<file path="config.mk">
export PLATFORM = sky130hd
export DESIGN_NAME = rfid_reader_cmd_builder_flat
export DESIGN_NICKNAME = d
export VERILOG_FILES = /design/src/rtl/rfid_reader_pkg.sv /design/src/rtl/rfid_reader_cmd_builder_if.sv /design/src/rtl/rfid_crc_serial.sv /design/src/rtl/rfid_reader_cmd_builder.sv /design/src/flat_wrapper.sv
export SDC_FILE = /design/constraint.sdc
export NUM_CORES = 1
export LEC_CHECK = 0
export ABC_CLOCK_PERIOD_IN_PS = 5700
export CAP_MARGIN = 20
export CORE_ASPECT_RATIO = 1.75
export CORE_UTILIZATION = 25
export DETAILED_ROUTE_END_ITERATION = 8
export GPL_TIMING_DRIVEN = 0
export PLACE_DENSITY_LB_ADDON = 0.1
export SLEW_MARGIN = 20
export SYNTH_ARGS = -nofsm -noshare
export SYNTH_HDL_FRONTEND = slang
export SYNTH_SLANG_ARGS = --single-unit
</file>
<file path="constraint.sdc">
create_clock -name clk -period 5.7 [get_ports clk]
set_clock_uncertainty 0.1 [all_clocks]
set_input_delay 0.57 -clock clk [delete_from_list [all_inputs] [get_ports clk]]
set_output_delay 0.57 -clock clk [all_outputs]
set_load 0.02 [all_outputs]
</file>
<file path="src/rtl/rfid_reader_pkg.sv">
// rtl/rfid_reader_pkg.sv - shared EPC Gen2 command codes, frame constants and CRC parameters
package rfid_reader_pkg;

    localparam logic [2:0] CMD_QUERYREP = 3'd0;
    localparam logic [2:0] CMD_ACK      = 3'd1;
    localparam logic [2:0] CMD_QUERY    = 3'd2;
    localparam logic [2:0] CMD_QUERYADJ = 3'd3;
    localparam logic [2:0] CMD_REQRN    = 3'd4;
    localparam logic [2:0] CMD_NAK      = 3'd5;

    // Full on-air lengths (payload + CRC) and payload-only lengths of CRC commands
    localparam int LEN_QUERYREP = 4;
    localparam int LEN_ACK      = 18;
    localparam int LEN_QUERY    = 22;
    localparam int LEN_QUERYADJ = 9;
    localparam int LEN_REQRN    = 40;
    localparam int LEN_NAK      = 8;
    localparam int PAY_QUERY    = 17;
    localparam int PAY_REQRN    = 24;

    localparam logic [1:0] PFX_QUERYREP = 2'b00;
    localparam logic [1:0] PFX_ACK      = 2'b01;
    localparam logic [3:0] PFX_QUERY    = 4'b1000;
    localparam logic [3:0] PFX_QUERYADJ = 4'b1001;
    localparam logic [7:0] PFX_REQRN    = 8'hC1;
    localparam logic [7:0] PFX_NAK      = 8'hC0;

    localparam logic [4:0]  CRC5_POLY     = 5'b01001;
    localparam logic [4:0]  CRC5_PRESET   = 5'b01001;
    localparam logic [4:0]  CRC5_RESIDUE  = 5'b00000;
    localparam logic [15:0] CRC16_POLY    = 16'h1021;
    localparam logic [15:0] CRC16_PRESET  = 16'hFFFF;
    localparam logic [15:0] CRC16_RESIDUE = 16'h1D0F;

    typedef enum logic [2:0] {
        S_IDLE,
        S_LOAD,
        S_CRC,
        S_GO,
        S_WAIT_TX,
        S_WAIT_RX
    } state_e;

endpackage

</file>
<file path="src/rtl/rfid_reader_cmd_builder_if.sv">
// rtl/rfid_reader_cmd_builder_if.sv - command request and transmitter handshake bundle
interface rfid_reader_cmd_builder_if #(
    parameter int MAX_BITS = 128,
    parameter int LEN_W    = 7
);
    logic                cmd_go;
    logic [2:0]          cmd_sel;
    logic                q_dr;
    logic                q_trext;
    logic                q_target;
    logic [1:0]          q_m;
    logic [1:0]          q_sel;
    logic [1:0]          session;
    logic [3:0]          q_q;
    logic [2:0]          updn;
    logic [15:0]         rn16;
    logic                tx_done;
    logic                rx_done;
    logic                tx_go;
    logic                send_trcal;
    logic [LEN_W-1:0]    tx_packet_length;
    logic [MAX_BITS-1:0] tx_packet_data;
    logic                busy;
    logic                cmd_done;
    logic                cmd_error;

    modport master (
        output cmd_go, cmd_sel, q_dr, q_trext, q_target, q_m, q_sel, session, q_q, updn, rn16,
               tx_done, rx_done,
        input  tx_go, send_trcal, tx_packet_length, tx_packet_data, busy, cmd_done, cmd_error
    );

    modport slave (
        input  cmd_go, cmd_sel, q_dr, q_trext, q_target, q_m, q_sel, session, q_q, updn, rn16,
               tx_done, rx_done,
        output tx_go, send_trcal, tx_packet_length, tx_packet_data, busy, cmd_done, cmd_error
    );

endinterface

</file>
<file path="src/rtl/rfid_crc_serial.sv">
// rtl/rfid_crc_serial.sv - bit-serial CRC-5 / CRC-16 engine, MSB first
module rfid_crc_serial
    import rfid_reader_pkg::*;
(
    input  logic        clk,
    input  logic        reset,
    input  logic        clear,
    input  logic        wide,
    input  logic        bit_in,
    input  logic        bit_valid,
    output logic [15:0] crc_next
);

    logic [15:0] crc_q;
    logic        fb;

    // crc_next already includes bit_in so a caller can use the final value on the last bit
    always_comb begin
        fb       = 1'b0;
        crc_next = crc_q;
        if (wide) begin
            fb       = bit_in ^ crc_q[15];
            crc_next = {crc_q[14:0], 1'b0} ^ (fb ? CRC16_POLY : 16'h0000);
        end else begin
            fb       = bit_in ^ crc_q[4];
            crc_next = {11'b0, {crc_q[3:0], 1'b0} ^ (fb ? CRC5_POLY : 5'b00000)};
        end
    end

    always_ff @(posedge clk or negedge reset) begin
        if (!reset) begin
            crc_q <= '0;
        end else if (clear) begin
            crc_q <= wide ? CRC16_PRESET : {11'b0, CRC5_PRESET};
        end else if (bit_valid) begin
            crc_q <= crc_next;
        end
    end

endmodule

</file>
<file path="src/rtl/rfid_reader_cmd_builder.sv">
// rtl/rfid_reader_cmd_builder.sv - builds Gen2 reader command frames and drives the PIE transmitter handshake
module rfid_reader_cmd_builder
    import rfid_reader_pkg::*;
#(
    parameter int MAX_BITS = 128,
    parameter int LEN_W    = 7
) (
    input  logic clk,
    input  logic reset,
    rfid_reader_cmd_builder_if.slave bus
);

    localparam int CNT_W = $clog2(MAX_BITS + 1);

    state_e              state_q, state_d;
    logic [MAX_BITS-1:0] data_q;
    logic [LEN_W-1:0]    len_q;
    logic [CNT_W-1:0]    cnt_q;
    logic                trcal_q, crc_cmd_q, wide_q, rx_seen_q, done_q, err_q;

    logic [MAX_BITS-1:0] pay;
    logic [LEN_W-1:0]    len_sel;
    logic [CNT_W-1:0]    n_sel;
    logic                trcal_sel, crc_sel, wide_sel, sel_valid;

    always_comb begin
        pay       = '0;
        len_sel   = '0;
        n_sel     = '0;
        trcal_sel = 1'b0;
        crc_sel   = 1'b0;
        wide_sel  = 1'b0;
        sel_valid = 1'b1;
        case (bus.cmd_sel)
            CMD_QUERYREP: begin
                pay     = MAX_BITS'({PFX_QUERYREP, bus.session});
                len_sel = LEN_W'(LEN_QUERYREP);
            end
            CMD_ACK: begin
                pay     = MAX_BITS'({PFX_ACK, bus.rn16});
                len_sel = LEN_W'(LEN_ACK);
            end
            CMD_QUERY: begin
                pay       = MAX_BITS'({PFX_QUERY, bus.q_dr, bus.q_m, bus.q_trext, bus.q_sel,
                                       bus.session, bus.q_target, bus.q_q});
                len_sel   = LEN_W'(LEN_QUERY);
                n_sel     = CNT_W'(PAY_QUERY);
                trcal_sel = 1'b1;
                crc_sel   = 1'b1;
            end
            CMD_QUERYADJ: begin
                pay     = MAX_BITS'({PFX_QUERYADJ, bus.session, bus.updn});
                len_sel = LEN_W'(LEN_QUERYADJ);
            end
            CMD_REQRN: begin
                pay      = MAX_BITS'({PFX_REQRN, bus.rn16});
                len_sel  = LEN_W'(LEN_REQRN);
                n_sel    = CNT_W'(PAY_REQRN);
                crc_sel  = 1'b1;
                wide_sel = 1'b1;
            end
            CMD_NAK: begin
                pay     = MAX_BITS'(PFX_NAK);
                len_sel = LEN_W'(LEN_NAK);
            end
            default: sel_valid = 1'b0;
        endcase
    end

    logic latch, crc_clear, crc_step, finish, err_set, rx_set;

    always_comb begin
        state_d   = state_q;
        latch     = 1'b0;
        crc_clear = 1'b0;
        crc_step  = 1'b0;
        finish    = 1'b0;
        err_set   = 1'b0;
        rx_set    = 1'b0;
        case (state_q)
            S_IDLE: begin
                if (bus.cmd_go) begin
                    if (sel_valid) begin
                        latch   = 1'b1;
                        state_d = S_LOAD;
                    end else begin
                        err_set = 1'b1;
                    end
                end
            end
            S_LOAD: begin
                crc_clear = 1'b1;
                state_d   = crc_cmd_q ? S_CRC : S_GO;
            end
            S_CRC: begin
                crc_step = 1'b1;
                if (cnt_q == CNT_W'(1)) state_d = S_GO;
            end
            S_GO: state_d = S_WAIT_TX;
            S_WAIT_TX: begin
                // An early reply is remembered but never cuts a transmission short
                if (bus.tx_done) begin
                    if (rx_seen_q || bus.rx_done) begin
                        finish  = 1'b1;
                        state_d = S_IDLE;
                    end else begin
                        state_d = S_WAIT_RX;
                    end
                end else if (bus.rx_done) begin
                    rx_set = 1'b1;
                end
            end
            S_WAIT_RX: begin
                if (bus.rx_done) begin
                    finish  = 1'b1;
                    state_d = S_IDLE;
                end
            end
            default: state_d = S_IDLE;
        endcase
    end

    logic [MAX_BITS-1:0] bit_mask, crc_append;
    logic [15:0]         crc_next, crc_inv;
    logic                crc_bit;

    assign bit_mask   = MAX_BITS'(1) << (cnt_q - CNT_W'(1));
    assign crc_bit    = |(data_q & bit_mask);
    assign crc_inv    = ~crc_next;
    assign crc_append = wide_q ? ((data_q << 16) | MAX_BITS'(crc_inv))
                               : ((data_q << 5)  | MAX_BITS'(crc_next[4:0]));

    rfid_crc_serial u_crc (
        .clk       (clk),
        .reset     (reset),
        .clear     (crc_clear),
        .wide      (wide_q),
        .bit_in    (crc_bit),
        .bit_valid (crc_step),
        .crc_next  (crc_next)
    );

    always_ff @(posedge clk or negedge reset) begin
        if (!reset) begin
            state_q <= S_IDLE;
        end else begin
            state_q <= state_d;
        end
    end

    always_ff @(posedge clk or negedge reset) begin
        if (!reset) begin
            data_q    <= '0;
            len_q     <= '0;
            cnt_q     <= '0;
            trcal_q   <= 1'b0;
            crc_cmd_q <= 1'b0;
            wide_q    <= 1'b0;
            rx_seen_q <= 1'b0;
            done_q    <= 1'b0;
            err_q     <= 1'b0;
        end else begin
            done_q <= finish;
            err_q  <= err_set;
            if (latch) begin
                data_q    <= pay;
                len_q     <= len_sel;
                cnt_q     <= n_sel;
                trcal_q   <= trcal_sel;
                crc_cmd_q <= crc_sel;
                wide_q    <= wide_sel;
            end
            if (crc_step) begin
                cnt_q <= cnt_q - CNT_W'(1);
                if (cnt_q == CNT_W'(1)) data_q <= crc_append;
            end
            if (rx_set) rx_seen_q <= 1'b1;
            else if (state_q == S_IDLE) rx_seen_q <= 1'b0;
        end
    end

    assign bus.tx_go            = (state_q == S_WAIT_TX) || (state_q == S_WAIT_RX);
    assign bus.busy             = (state_q != S_IDLE);
    assign bus.send_trcal       = trcal_q;
    assign bus.tx_packet_length = len_q;
    assign bus.tx_packet_data   = data_q;
    assign bus.cmd_done         = done_q;
    assign bus.cmd_error        = err_q;

endmodule

</file>
<file path="src/flat_wrapper.sv">
// flat-port wrapper written by rule: the top's interface ports become plain ports
module rfid_reader_cmd_builder_flat import rfid_reader_pkg::*;
#(
    parameter int MAX_BITS = 128,
    parameter int LEN_W    = 7
)
  (clk, reset, bus_cmd_go, bus_cmd_sel, bus_q_dr, bus_q_trext, bus_q_target, bus_q_m, bus_q_sel, bus_session, bus_q_q, bus_updn, bus_rn16, bus_tx_done, bus_rx_done, bus_tx_go, bus_send_trcal, bus_tx_packet_length, bus_tx_packet_data, bus_busy, bus_cmd_done, bus_cmd_error);
  rfid_reader_cmd_builder_if #(.MAX_BITS(MAX_BITS), .LEN_W(LEN_W)) bus_i ();
  input  logic clk;
  input  logic reset;
  input wire logic [$bits(bus_i.cmd_go)-1:0] bus_cmd_go;
  input wire logic [$bits(bus_i.cmd_sel)-1:0] bus_cmd_sel;
  input wire logic [$bits(bus_i.q_dr)-1:0] bus_q_dr;
  input wire logic [$bits(bus_i.q_trext)-1:0] bus_q_trext;
  input wire logic [$bits(bus_i.q_target)-1:0] bus_q_target;
  input wire logic [$bits(bus_i.q_m)-1:0] bus_q_m;
  input wire logic [$bits(bus_i.q_sel)-1:0] bus_q_sel;
  input wire logic [$bits(bus_i.session)-1:0] bus_session;
  input wire logic [$bits(bus_i.q_q)-1:0] bus_q_q;
  input wire logic [$bits(bus_i.updn)-1:0] bus_updn;
  input wire logic [$bits(bus_i.rn16)-1:0] bus_rn16;
  input wire logic [$bits(bus_i.tx_done)-1:0] bus_tx_done;
  input wire logic [$bits(bus_i.rx_done)-1:0] bus_rx_done;
  output wire logic [$bits(bus_i.tx_go)-1:0] bus_tx_go;
  output wire logic [$bits(bus_i.send_trcal)-1:0] bus_send_trcal;
  output wire logic [$bits(bus_i.tx_packet_length)-1:0] bus_tx_packet_length;
  output wire logic [$bits(bus_i.tx_packet_data)-1:0] bus_tx_packet_data;
  output wire logic [$bits(bus_i.busy)-1:0] bus_busy;
  output wire logic [$bits(bus_i.cmd_done)-1:0] bus_cmd_done;
  output wire logic [$bits(bus_i.cmd_error)-1:0] bus_cmd_error;
  assign bus_i.cmd_go = bus_cmd_go;
  assign bus_i.cmd_sel = bus_cmd_sel;
  assign bus_i.q_dr = bus_q_dr;
  assign bus_i.q_trext = bus_q_trext;
  assign bus_i.q_target = bus_q_target;
  assign bus_i.q_m = bus_q_m;
  assign bus_i.q_sel = bus_q_sel;
  assign bus_i.session = bus_session;
  assign bus_i.q_q = bus_q_q;
  assign bus_i.updn = bus_updn;
  assign bus_i.rn16 = bus_rn16;
  assign bus_i.tx_done = bus_tx_done;
  assign bus_i.rx_done = bus_rx_done;
  assign bus_tx_go = bus_i.tx_go;
  assign bus_send_trcal = bus_i.send_trcal;
  assign bus_tx_packet_length = bus_i.tx_packet_length;
  assign bus_tx_packet_data = bus_i.tx_packet_data;
  assign bus_busy = bus_i.busy;
  assign bus_cmd_done = bus_i.cmd_done;
  assign bus_cmd_error = bus_i.cmd_error;
  rfid_reader_cmd_builder #(.MAX_BITS(MAX_BITS), .LEN_W(LEN_W)) u_core (.clk(clk), .reset(reset), .bus(bus_i));
endmodule
</file>
==> results by group <==
Detailed routing
  • Post-route DRC: 0
  • Vias: ~10000
  • Wire per inst: 25.9 µm
  • Pre-Repair DR Iteration Count: 5
  • Final wirelength: ~50000 µm
  • Initial DRC Count: 727
  • Remaining antenna violation count: 0
  • DR vias/cell: roughly 5.3

CTS
  • CTS tree: done
  • Clk_lat worst skew: 0.46 ns
  • Sink Count: approximately 170
  • H-Tree Depth: 4
  • Total CTS buffers: 17
  • Clock transition at path regs: 0.07 ns
  • Root Driver: clkbuf_16
  • Hold buffer count at cts: 0
  • Post CTS Setup Buffer Count: 0
  • PostCTS Resize Cnt: 0
  • CTS max path bufs: 2

Final layout
  • Number of diodes: 0
  • Final core occ: 0.332
  • Nets: about 1400
  • Layout cell share with drive strength beyond 1: 0.0407
  • Area delta synth->final: 30.6%
  • Final Cell Area: between 10000 and 15000 µm²

Worst hold path
  • Hold WC Path Type: in -> async

Logic synthesis
  • Largest area contributor in the netlist: dfrtp_1
  • Synthesized area: 10200 µm²
  • Sequential fraction of the synthesis area: 0.407
  • Yosys cell types: 76
  • Post-synth ARST share: 1.00
  • Syn_nets: ~1200
  • Ys flop type: dfrtp_1
  • EDFF count, synth: 0
  • Area fraction of the dominant cell type after synthesis: 0.407
  • Mean Syn Cell Area: about 8.6 µm²
  • Synth Register Bits: 166
  • Area contributors post-synth: dfrtp_1 41%, mux2i_1 12%, o21ai_0 7.9%
  • Mapped Cells: 1191
  • Warnings, synthesis: 0

Place
  • Gpl congestion: roughly 0.92
  • Cell Area, Placed: roughly 13000 µm²
  • PortBufs: approximately 180
  • Post-DP HPWL: slightly below 40000 µm

Critical path
  • R2R Setup Slk: between 0.4 and 0.5 ns
  • Worst path required time: a little under 6 ns
  • Worst Path Max Fanout: 10
  • Critical path class: reg -> reg
  • Arrival @ worst endpoint: 5.45 ns
  • Worst setup SP type: flop
  • Worst Reg-to-Reg Cells: 14
  • Crit. End Element: flop

Status
  • Failing checks: negative hold slack
  • Status: complete, but fails checks

STA
  • Relative slew slack: 0.288
  • Final worst-path cycle share: 0.913
  • Post-layout minimum cycle time: between 5 and 6 ns
  • Hold_ws: -0.0186 ns
  • Worst Tran Pin Value: approximately 1.1 ns
  • Hold Violations, Final: 7
  • RSZ-0062 raised after global routing: no
  • Final setup fails: 0
  • FMAX: between 150 and 200 MHz
  • Pins Over Slew Limit: 0

Global routing
  • First-pass GRT wire length: between 70000 and 80000 µm
  • Largest net degree at the start of global routing: 85
  • GR Overflow Total: 0
  • Total GRT Usage: 0.245
  • Initial antenna violation count: 1
  • Vias in the first global route: between 10000 and 15000

Floorplan
  • Io pins: 180
  • Die Ht: ~270 µm
  • Core Footprint: 40200 µm²
  • FP Rows: 97
  • Die area: 41700 µm²
  • Initial core utilization: 0.254
  • Die X: 155 µm

Pwr
  • Worst ir drop on vdd: 0.237 mV
  • PwrDens: 713 nW/µm²
  • Leak: ~5.0 nW

Job
  • Max Cap Viol: 0
-- worst max-delay path: stages (launching register included) --
cell and delay (ns):
dfrtp_1 0.41, buf_2 0.25, inv_1 0.12, ha_1 0.24
buf_2 0.20, o21a_1 0.17, a32oi_1 0.64, a21oi_1 0.37
a32o_1 0.36, or4b_1 0.46, or4_4 0.53, o31a_1 0.36
a211oi_2 0.42, xnor2_1 0.13, a221o_1 0.33
-- final timing paths --
kind | startpoint | to
setup / recovery | u_core.cnt_q[0] | u_core.u_crc.crc_q[12]
hold / removal | reset | u_core.bus.tx_packet_data[53]
setup reg to reg | u_core.cnt_q[0] | u_core.u_crc.crc_q[12]
hold reg to reg | u_core.bus.send_trcal | u_core.bus.send_trcal
max in group asynchronous | reset | u_core.u_crc.crc_q[2]
min in group clk | u_core.bus.send_trcal | u_core.bus.send_trcal
-- per-stage QoR --
step | worst slack, ns | total power, mW | TNS, ns | instances | hold WS, ns
detailed placement | 0.504 | 8.23 | 0 | 1913 | 0.373
CTS | 0.475 | 9.54 | 0 | 1945 | 0.0162
finish | 0.498 | 9.49 | 0 | 1945 | -0.0186
global placement | -3.56 | 8.21 | -586.65 | 1912 | 0.370
global route | 0.289 | 9.99 | 0 | 1945 | 0.0195
floorplan | 1.54 | 5.41 | 0 | 1191 | 0.174
-- cells in the mapped netlist, types with 4 or more instances --
cell,number
nand4_1,7
a211oi_1,11
nand2b_1,18
a22o_1,10
nor3_1,20
o221ai_1,7
buf_2,8
o31ai_1,4
nand3_1,32
mux2i_1,123
nor2_1,51
a222oi_1,7
and2_1,6
a21oi_1,69
nor2b_1,8
a32oi_1,6
o21ai_0,161
nor3b_1,5
a311oi_1,5
a221oi_1,12
inv_1,18
xnor2_1,7
dfrtp_1,166
a32o_1,4
nand2_1,202
xor2_1,6
a21o_1,4
ha_1,5
buf_1,9
a31oi_1,13
o22ai_1,9
o211ai_1,13
clkbuf_1,78
a22oi_1,15
or3_1,4
and3_1,7
-- metal layers --
layer  global-route usage  up-vias  wire length (µm)
met1                0.264     5191             19000
met2                0.464      330             27300
li1                     -     4748                 -
met3               0.0297      108              1680
met4                0.122        2              2400
met5                    0        -                13
-- placed cells by master, fill, tap and decap left out, drive strengths merged, types with 8 or more instances in the layout --
| cell | synthesis | routed |
|---|---|---|
| nand2 | 202 | 202 |
| clkdlybuf4s50 | 0 | 176 |
| dfrtp | 166 | 166 |
| o21ai | 163 | 163 |
| mux2i | 123 | 123 |
| clkbuf | 78 | 96 |
| a21oi | 69 | 69 |
| nor2 | 51 | 51 |
| nand3 | 32 | 32 |
| inv | 18 | 25 |
| buf | 22 | 24 |
| nor3 | 22 | 22 |
| nand2b | 18 | 18 |
| a22oi | 15 | 15 |
| a31oi | 13 | 13 |
| o211ai | 13 | 13 |
| a221oi | 12 | 12 |
| a211oi | 12 | 12 |
| a22o | 10 | 10 |
| o22ai | 9 | 9 |
| nor2b | 8 | 8 |
-- state kept, by name, indices dropped and copies added (netlist names) --
| signal | cells |
|---|---|
| u_core.bus.tx_packet_data | 128 |
| u_core.u_crc.crc_q | 16 |
| u_core.cnt_q | 8 |
| u_core.bus.tx_packet_length | 5 |
| u_core.state_q | 3 |
| u_core.bus.cmd_done | 1 |
| u_core.bus.cmd_error | 1 |
| u_core.bus.send_trcal | 1 |
| u_core.crc_cmd_q | 1 |
| u_core.rx_seen_q | 1 |
| u_core.wide_q | 1 |
-- area by class of cell --
| class | instances | area, µm² |
|---|---|---|
| buffer | 100 | 412 |
| inverter | 18 | 67.6 |
| multi-input combinational | 907 | 5580 |
| clock buffer | 18 | 439 |
| clock inverter | 14 | 186 |
| timing repair buffer | 178 | 1800 |
| fill | 4250 | 26800 |
| tap | 544 | 681 |
| sequential | 166 | 4150 |
-- cells by family (layout without fill, tap and decap cells) --
kind of cell | Yosys count | count (layout) | share of synthesized area
AOI/OAI and AO/OA | 386 | 386 | 0.238
xor gates and xnor gates | 13 | 13 | 0.0112
adders and majority gates | 6 | 6 | 0.00711
buffers and inverters | 118 | 328 | 0.0470
DFF | 166 | 166 | 0.407
muxes | 123 | 123 | 0.121
other | 1 | 1 | 0.000367
and+or+nand+nor | 378 | 378 | 0.169
-- report_power, final --
group / internal, mW / switching, mW / total, mW
Clock: 0.715 / 0.563 / 1.28
Sequential: 1.70 / 1.14 / 2.84
Combinational: 2.04 / 3.34 / 5.38
Note: power is estimated with default switching activity, not from simulation.
